--- src/rtl/ysyx_041461_if_fetch_if.sv ---
// Fetch-stage bundle: AXI4-Lite read channels towards memory plus the
// valid/ready instruction handoff towards ID.
interface ysyx_041461_if_fetch_if #(
  parameter int ADDR_W = 32,
  parameter int DATA_W = 64
);
  logic [ADDR_W-1:0] araddr;
  logic              arvalid;
  logic              arready;
  logic [DATA_W-1:0] rdata;
  logic [1:0]        rresp;
  logic              rvalid;
  logic              rready;
  logic              id_valid;
  logic              id_ready;
  logic [63:0]       id_pc;
  logic [31:0]       id_inst;
  logic              id_fault;

  modport master (
    output araddr, arvalid, rready, id_valid, id_pc, id_inst, id_fault,
    input  arready, rdata, rresp, rvalid, id_ready
  );

  modport slave (
    input  araddr, arvalid, rready, id_valid, id_pc, id_inst, id_fault,
    output arready, rdata, rresp, rvalid, id_ready
  );
endinterface

--- src/rtl/ysyx_041461_if_fetch.sv ---
// Instruction fetch: one AXI4-Lite read per PC, 32-bit word select from the
// 64-bit beat, valid/ready handoff to ID, and PC-register enable generation.
module ysyx_041461_if_fetch #(
  parameter int ADDR_W = 32,
  parameter int DATA_W = 64
) (
  input  logic        clk,
  input  logic        rst_n,
  input  logic [63:0] pc_i,
  input  logic        flush_i,
  output logic        pc_enable_o,
  ysyx_041461_if_fetch_if.master bus
);

  typedef enum logic [1:0] {IDLE, ADDR, DATA, HOLD} state_t;

  state_t      state_q, state_d;
  logic        drop_q, drop_d;
  logic [63:0] fetch_pc_q;
  logic [31:0] inst_q;
  logic        fault_q;
  logic        misaligned;
  logic        leave_idle;
  logic        beat_done;

  assign misaligned = (pc_i[1:0] != 2'b00);
  assign leave_idle = (state_q == IDLE) && !flush_i;
  assign beat_done  = (state_q == DATA) && bus.rvalid;

  always_comb begin
    state_d = state_q;
    drop_d  = drop_q;
    unique case (state_q)
      IDLE: if (!flush_i) state_d = misaligned ? HOLD : ADDR;
      // AR stays up through a flush; the beat is remembered as one to discard.
      ADDR: begin
        if (flush_i)     drop_d  = 1'b1;
        if (bus.arready) state_d = DATA;
      end
      DATA: begin
        if (bus.rvalid) begin
          drop_d  = 1'b0;
          state_d = (drop_q || flush_i) ? IDLE : HOLD;
        end else if (flush_i) begin
          drop_d = 1'b1;
        end
      end
      HOLD: if (flush_i || bus.id_ready) state_d = IDLE;
      default: state_d = IDLE;
    endcase
  end

  always_ff @(posedge clk or negedge rst_n) begin
    if (!rst_n) begin
      state_q    <= IDLE;
      drop_q     <= 1'b0;
      fetch_pc_q <= '0;
      inst_q     <= '0;
      fault_q    <= 1'b0;
    end else begin
      state_q <= state_d;
      drop_q  <= drop_d;
      if (leave_idle) begin
        fetch_pc_q <= pc_i;
        if (misaligned) begin
          inst_q  <= '0;
          fault_q <= 1'b1;
        end
      end
      if (beat_done) begin
        inst_q  <= fetch_pc_q[2] ? bus.rdata[DATA_W-1 -: 32] : bus.rdata[31:0];
        fault_q <= (bus.rresp != 2'b00);
      end
    end
  end

  assign bus.araddr   = {fetch_pc_q[ADDR_W-1:3], 3'b000};
  assign bus.arvalid  = (state_q == ADDR);
  assign bus.rready   = (state_q == DATA);
  assign bus.id_valid = (state_q == HOLD) && !flush_i;
  assign bus.id_pc    = fetch_pc_q;
  assign bus.id_inst  = inst_q;
  assign bus.id_fault = fault_q;

  // Flush always enables the PC register so redirects land even mid-fetch.
  assign pc_enable_o = ((state_q == HOLD) && bus.id_ready && !flush_i) || flush_i;

endmodule

--- src/flat_wrapper.sv ---
// flat-port wrapper written by rule: the top's interface ports become plain ports
module ysyx_041461_if_fetch_flat 
#(
  parameter int ADDR_W = 32,
  parameter int DATA_W = 64
)
  (clk, rst_n, pc_i, flush_i, pc_enable_o, bus_araddr, bus_arvalid, bus_rready, bus_id_valid, bus_id_pc, bus_id_inst, bus_id_fault, bus_arready, bus_rdata, bus_rresp, bus_rvalid, bus_id_ready);
  ysyx_041461_if_fetch_if #(.ADDR_W(ADDR_W), .DATA_W(DATA_W)) bus_i ();
  input  logic clk;
  input  logic rst_n;
  input  logic [63:0] pc_i;
  input  logic flush_i;
  output logic pc_enable_o;
  output wire logic [$bits(bus_i.araddr)-1:0] bus_araddr;
  output wire logic [$bits(bus_i.arvalid)-1:0] bus_arvalid;
  output wire logic [$bits(bus_i.rready)-1:0] bus_rready;
  output wire logic [$bits(bus_i.id_valid)-1:0] bus_id_valid;
  output wire logic [$bits(bus_i.id_pc)-1:0] bus_id_pc;
  output wire logic [$bits(bus_i.id_inst)-1:0] bus_id_inst;
  output wire logic [$bits(bus_i.id_fault)-1:0] bus_id_fault;
  input wire logic [$bits(bus_i.arready)-1:0] bus_arready;
  input wire logic [$bits(bus_i.rdata)-1:0] bus_rdata;
  input wire logic [$bits(bus_i.rresp)-1:0] bus_rresp;
  input wire logic [$bits(bus_i.rvalid)-1:0] bus_rvalid;
  input wire logic [$bits(bus_i.id_ready)-1:0] bus_id_ready;
  assign bus_araddr = bus_i.araddr;
  assign bus_arvalid = bus_i.arvalid;
  assign bus_rready = bus_i.rready;
  assign bus_id_valid = bus_i.id_valid;
  assign bus_id_pc = bus_i.id_pc;
  assign bus_id_inst = bus_i.id_inst;
  assign bus_id_fault = bus_i.id_fault;
  assign bus_i.arready = bus_arready;
  assign bus_i.rdata = bus_rdata;
  assign bus_i.rresp = bus_rresp;
  assign bus_i.rvalid = bus_rvalid;
  assign bus_i.id_ready = bus_id_ready;
  ysyx_041461_if_fetch #(.ADDR_W(ADDR_W), .DATA_W(DATA_W)) u_core (.clk(clk), .rst_n(rst_n), .pc_i(pc_i), .flush_i(flush_i), .pc_enable_o(pc_enable_o), .bus(bus_i));
endmodule
--- config.mk ---
export PLATFORM = sky130hd
export DESIGN_NAME = ysyx_041461_if_fetch_flat
export DESIGN_NICKNAME = d
export VERILOG_FILES = /design/src/rtl/ysyx_041461_if_fetch_if.sv /design/src/rtl/ysyx_041461_if_fetch.sv /design/src/flat_wrapper.sv
export SDC_FILE = /design/constraint.sdc
export NUM_CORES = 1
export LEC_CHECK = 0
export ABC_AREA = 1
export CORE_UTILIZATION = 35
export CTS_CLUSTER_DIAMETER = 50
export DETAILED_ROUTE_END_ITERATION = 10
export PLACE_DENSITY = 0.72
export SLEW_MARGIN = 15
export SYNTH_ARGS = -nofsm -noshare
export SYNTH_HDL_FRONTEND = slang
export SYNTH_SLANG_ARGS = --single-unit
--- constraint.sdc ---
create_clock -name clk -period 4.6 [get_ports clk]
set_input_delay 0.46 -clock clk [delete_from_list [all_inputs] [get_ports clk]]
set_output_delay 0.46 -clock clk [all_outputs]
set_load 0.005 [all_outputs]
# --- Word-level counts from Yosys, hierarchy flattened ---
# Cells that the tools add are included.
word_totals:
  ff_bits: 100
  latch_bits: 0
  mem_bits_rw: 0
  romBits: 0
  inputBits: 136
  output_inout_bits: 133
  wordCells: 46
  n_memories: 0
op_classes:
  addsub: 0
  n_mul: 0
  n_div: 0
  order_cmp: 0
  n_eq_ne: 7
  n_shift: 0
  mux: 17
  bitwise_logic: 0
  reduce_logical: 17
ops:
  columns: ["op", "n"]
  rows:
  - ["32-bit two-way mux", 4]
  - ["2-bit two-way mux", 6]
  - ["2-bit nonzero test", 5]
  - ["2-bit case mux with 4 select lines", 1]
  - ["2-bit by 1-bit != test with 1-bit output, second input constant", 3]
  - ["1-bit logical AND", 5]
  - ["1-bit two-way mux", 5]
  - ["2-bit equality test, second input constant", 2]
  - ["4-bit AND reduction", 1]
  - ["1-bit logical OR", 3]
  - ["2-bit by 1-bit equality test with 1-bit output, second input constant", 1]
  - ["2-bit zero test", 1]
  - ["2-bit != test, second input constant", 1]
  - ["1-bit case mux with 2 select lines", 1]
  - ["2-bit AND reduction", 1]
  - ["1-bit zero test", 1]

# --- Longest topological paths before layout ---
depth:
  ltp_word: 4
  mapped_depth: 10
  ltp_nobuf: 9

# --- Worst setup path after synthesis ---
# No wires, ideal clock.
synth_timing:
  path_kind: "reg2reg"
  from: "reg u_core.state_q[0]"
  to: "reg u_core.inst_q[22], in the netlist u_core.bus.id_inst[22]"
  setup_ns: 0.132
  arrival_ns: 1.331
  required_time_ns: 4.468
  setup_slack_ns: 3.137
  stages_incl_launch_ff: 11
  path_buffers: 1
  period_less_slack_ns: 1.463
  path_cell_list: "dfrtp_1 inv_1 ha_1 inv_1 nor2_4 inv_2 nand2_1 nand2_2 buf_4 nand2_1 o21ai_1"
synth_between:
  elab_chain_cells: 4
  elab_cells_between_ends: 8
  cone_classes: "eq/ne: 1; mux: 1; reduce/logical: 6"
synth_lines:
  columns: ["item", "line", "source"]
  rows:
  - ["start: declaration", "ysyx_041461_if_fetch.sv:17", "state_t state_q, state_d;"]
  - ["start signal: assignment", "ysyx_041461_if_fetch.sv:61", "state_q <= state_d;"]
  - ["2-bit equality test / 2-bit zero test (equally long branches)", "ysyx_041461_if_fetch.sv:28, ysyx_041461_if_fetch.sv:27", null]
  - ["1-bit logical AND (on tied branches)", "ysyx_041461_if_fetch.sv:28, ysyx_041461_if_fetch.sv:27", null]
  - ["2-bit nonzero test (no source line)", null, null]
  - ["2-bit AND reduction (no source line)", null, null]
  - ["end signal: assignment", "ysyx_041461_if_fetch.sv:71", "inst_q <= fetch_pc_q[2] ? bus.rdata[DATA_W-1 -: 32] : bus.rdata[31:0];"]
  - ["end: declaration", "ysyx_041461_if_fetch.sv:20", "logic [31:0] inst_q;"]
# Parallel ways exist; a longest one is shown, timed or not.
# A chain may end at the register's enable or synchronous reset.

# --- Final worst setup path ---
layout_timing:
  from: "reg u_core.fetch_pc_q[2], in the netlist u_core.bus.id_pc[2]"
  to: "out bus_id_pc[2]"
layout_rtl:
  columns: ["item", "line", "source"]
  rows:
  - ["start: declaration", "ysyx_041461_if_fetch.sv:19", "logic [63:0] fetch_pc_q;"]
  - ["start signal: assignment", "ysyx_041461_if_fetch.sv:64", "fetch_pc_q <= pc_i;"]
  - ["end: declaration", "flat_wrapper.sv:18", "output wire logic [$bits(bus_i.id_pc)-1:0] bus_id_pc;"]
# No word-level cell between the ends.

==> summary.md <==
| Metric | Value |
|---|---|
| Pint | just under 0.003 W |
| Post-route ant nets | 0 |
| Final nets | 861 |
| Die height | between 100 and 150 um |
| Sequential area share after synthesis | 0.564 |
| CP Capture Type | output pin |
| Post-DP HPWL | ~9.5 mm |
| 1st-iter DRT viols | between 150 and 200 |
| Fin crit period | approximately 2400 ps |
| Via count | 4,002 |
| Row count | 40 |
| Slew HR | 0.387 |
| Worst Tran Pin Value | 920 ps |
| Startpoint Class | register |
| Net Switching | 0.00145 W |
| Synthesized instance count | 492 |
| CTS buffer count | 9 |
| Most common cell after layout, fill and taps aside | clkdlybuf4s50_1 |
| I/O Pins | 269 |
| Aggregate global routing overflow | 0 |
| Hold Crit Class | in -> async |
| Switch share | 0.329 |
| Yosys cell types | 19 |
| Sequential power share | 0.368 |
| WL final | ~12 mm |
| Commonest cells after routing, fill and taps aside | clkdlybuf4s50_1, nand2_1, dfrtp_1, mux2i_1, o21ai_1 |
| GRT Overall Usage | 0.191 |
| Pleak | 3.38 nW |
| Fmax | 412 MHz |
| Worst EP required | roughly 4100 ps |
| Area growth, synth to finish | 63.3% |
| WHS | around 140 ps |
| Logic pwr share | 0.478 |
| DRC violations left | 0 |
| PortBufs | 265 |
| Routed len/inst | 14.0 um |
| Max clock buf depth | 2 |
| Die width | 115 um |
| CTS tree | yes |
| Initial antenna violation count | 0 |
| Worst skew pair latency | 330 ps |
| Yosys warnings | 0 |
| Final Max Slew Viols | 0 |
| Clk root buf | clkbuf_16 |
| Post-Syn Area | roughly 0.0044 mm^2 |
| Syn Area/Cell | 9.02 um^2 |
| CTS resizes | 0 |
| Power share of the clock group | 0.154 |
| GP Congestion | 0.729 |
| Die ar. | 0.0131 mm^2 |
| Final setup viols | 0 |
| Utilization after layout | 0.594 |
| CP max FO | 34 |
| CTS Hold Bufs | 0 |
| Skew final | 6.07 ps |
| Core Box Area | 0.0122 mm^2 |
| Status | completed |
| Fin crit share | 0.528 |
| Worst path bufs/invs | 1 |
| Vias in the first global route | 3,928 |
| CP Cell Sequence | clkdlybuf4s50_1 |
| Initial core utilization | 0.364 |
| Fill cells | 1,099 |
| Max incr delay on CP | 960 ps |
| H-tree depth | 3 |
| Layout cells sized above 1 | 0.0290 |
| Max-cap check violation count | 0 |
| Critical path type | reg -> out |
| Setup tns final | 0 ps |
| Vias per inst | roughly 4.5 |
| Endpoints failing hold | 0 |
| Critical Path AT | between 1500 and 2000 ps |
| #FFs+latches synth | 100 |
| Delay-heaviest family, CP | flip-flops |
| Worst-path clk slew | 70 ps |
| Worst VDD drop | 0.286 mV |
| CP max-delay cell | dfrtp_2 |
| Setup bufs post-CTS | 0 |
| First-pass GRT wire length | 19.3 mm |
| Initial DRT Pass Iterations | 4 |
| Pin count of the biggest net entering global routing | 67 |
| ANT cells | 0 |
| Unrepaired setup endpoints after global routing | no |
| CTS sink count | 100 |
| Pwr/cell area | 610 mW/mm^2 |
==> sequential cells by signal, indices dropped and copies added (netlist names) <==
signal               flops
u_core.bus.id_fault      1
u_core.bus.id_inst      32
u_core.bus.id_pc        64
u_core.drop_q            1
u_core.state_q           2
==> through the flow <==
step / cells / total power (W) / worst slack [ps] / instance area [um^2]
floorplan: 494 / 0.00252 / 3140 / 4450
global placement: 876 / 0.00371 / 2410 / 6990
detailed placement: 876 / 0.00379 / 2360 / 6990
CTS: 891 / 0.00449 / 2140 / 7250
global route: 891 / 0.00475 / 2070 / 7250
finish: 891 / 0.00442 / 2170 / 7250
==> path summary, 6_finish.rpt <==
kind	depth (start not counted)	slack (ps)	end	start
setup / recovery	1	2170	bus_id_pc[2]	u_core.bus.id_pc[2]
hold / removal	1	140	u_core.bus.id_inst[4]	rst_n
setup reg to reg	8	2560	u_core.bus.id_inst[21]	u_core.state_q[0]
hold reg to reg	2	470	u_core.bus.id_pc[54]	u_core.bus.id_pc[54]
max in group asynchronous	2	3320	u_core.bus.id_pc[2]	rst_n
min in group clk	2	470	u_core.bus.id_pc[54]	u_core.bus.id_pc[54]
==> cells in the mapped netlist <==
cell,count,area [um^2]
clkbuf_1,9,33.8
nor2_1,4,15.0
nand2_2,1,6.26
dfrtp_1,100,2500
nor3_1,1,5.00
a21oi_1,1,5.00
o21ai_0,10,50.1
nand2_1,233,875
inv_2,1,3.75
nor2_4,1,11.3
nand3b_1,1,7.51
buf_2,11,55.1
inv_1,14,52.6
mux2i_1,32,320
conb_1,1,3.75
nand3_1,2,10.0
ha_1,6,75.1
buf_4,35,263
o21ai_1,29,145
==> cell families (layout without fill, tap and decap cells) <==
family,Yosys count,after routing,share of synthesized area
compound gates,40,40,0.0451
simple gates,243,243,0.209
flops,100,100,0.564
buf+inv,70,299,0.0919
mux,32,32,0.0722
fa+ha+maj,6,6,0.0169
other cells,1,3,0.000845
==> per-layer routing <==
metal  routed length (um)  up-vias  part of all wire  track usage
li1                     -     1949                 -            -
met1                 4620     1876              0.37        0.197
met2                 6520      159              0.52        0.356
met3                 1070       18             0.086       0.0572
met4                  253        0             0.020       0.0823
met5                    0        -                 0            0
==> final cells by class <==
cell class                      instances  area [um^2]  share of cell area
Multi-Input combinational cell        324         1540               0.212
Clock buffer                           13          250              0.0345
Inverter                               15         56.3             0.00777
Tap cell                              168          210              0.0290
Clock inverter                          2         12.5             0.00173
Sequential cell                       100         2500               0.345
Timing Repair Buffer                  269         2680               0.370
==> power groups by stage <==
stage	Combinational, W	Clock (W)	Sequential [W]
global placement	0.00209	0	0.00162
detailed placement	0.00215	0	0.00165
global route	0.00232	0.000743	0.00169
floorplan	0.000939	0	0.00158
CTS	0.00215	0.000700	0.00164
finish	0.00211	0.000680	0.00163
Power figures use the tool's default switching activity.
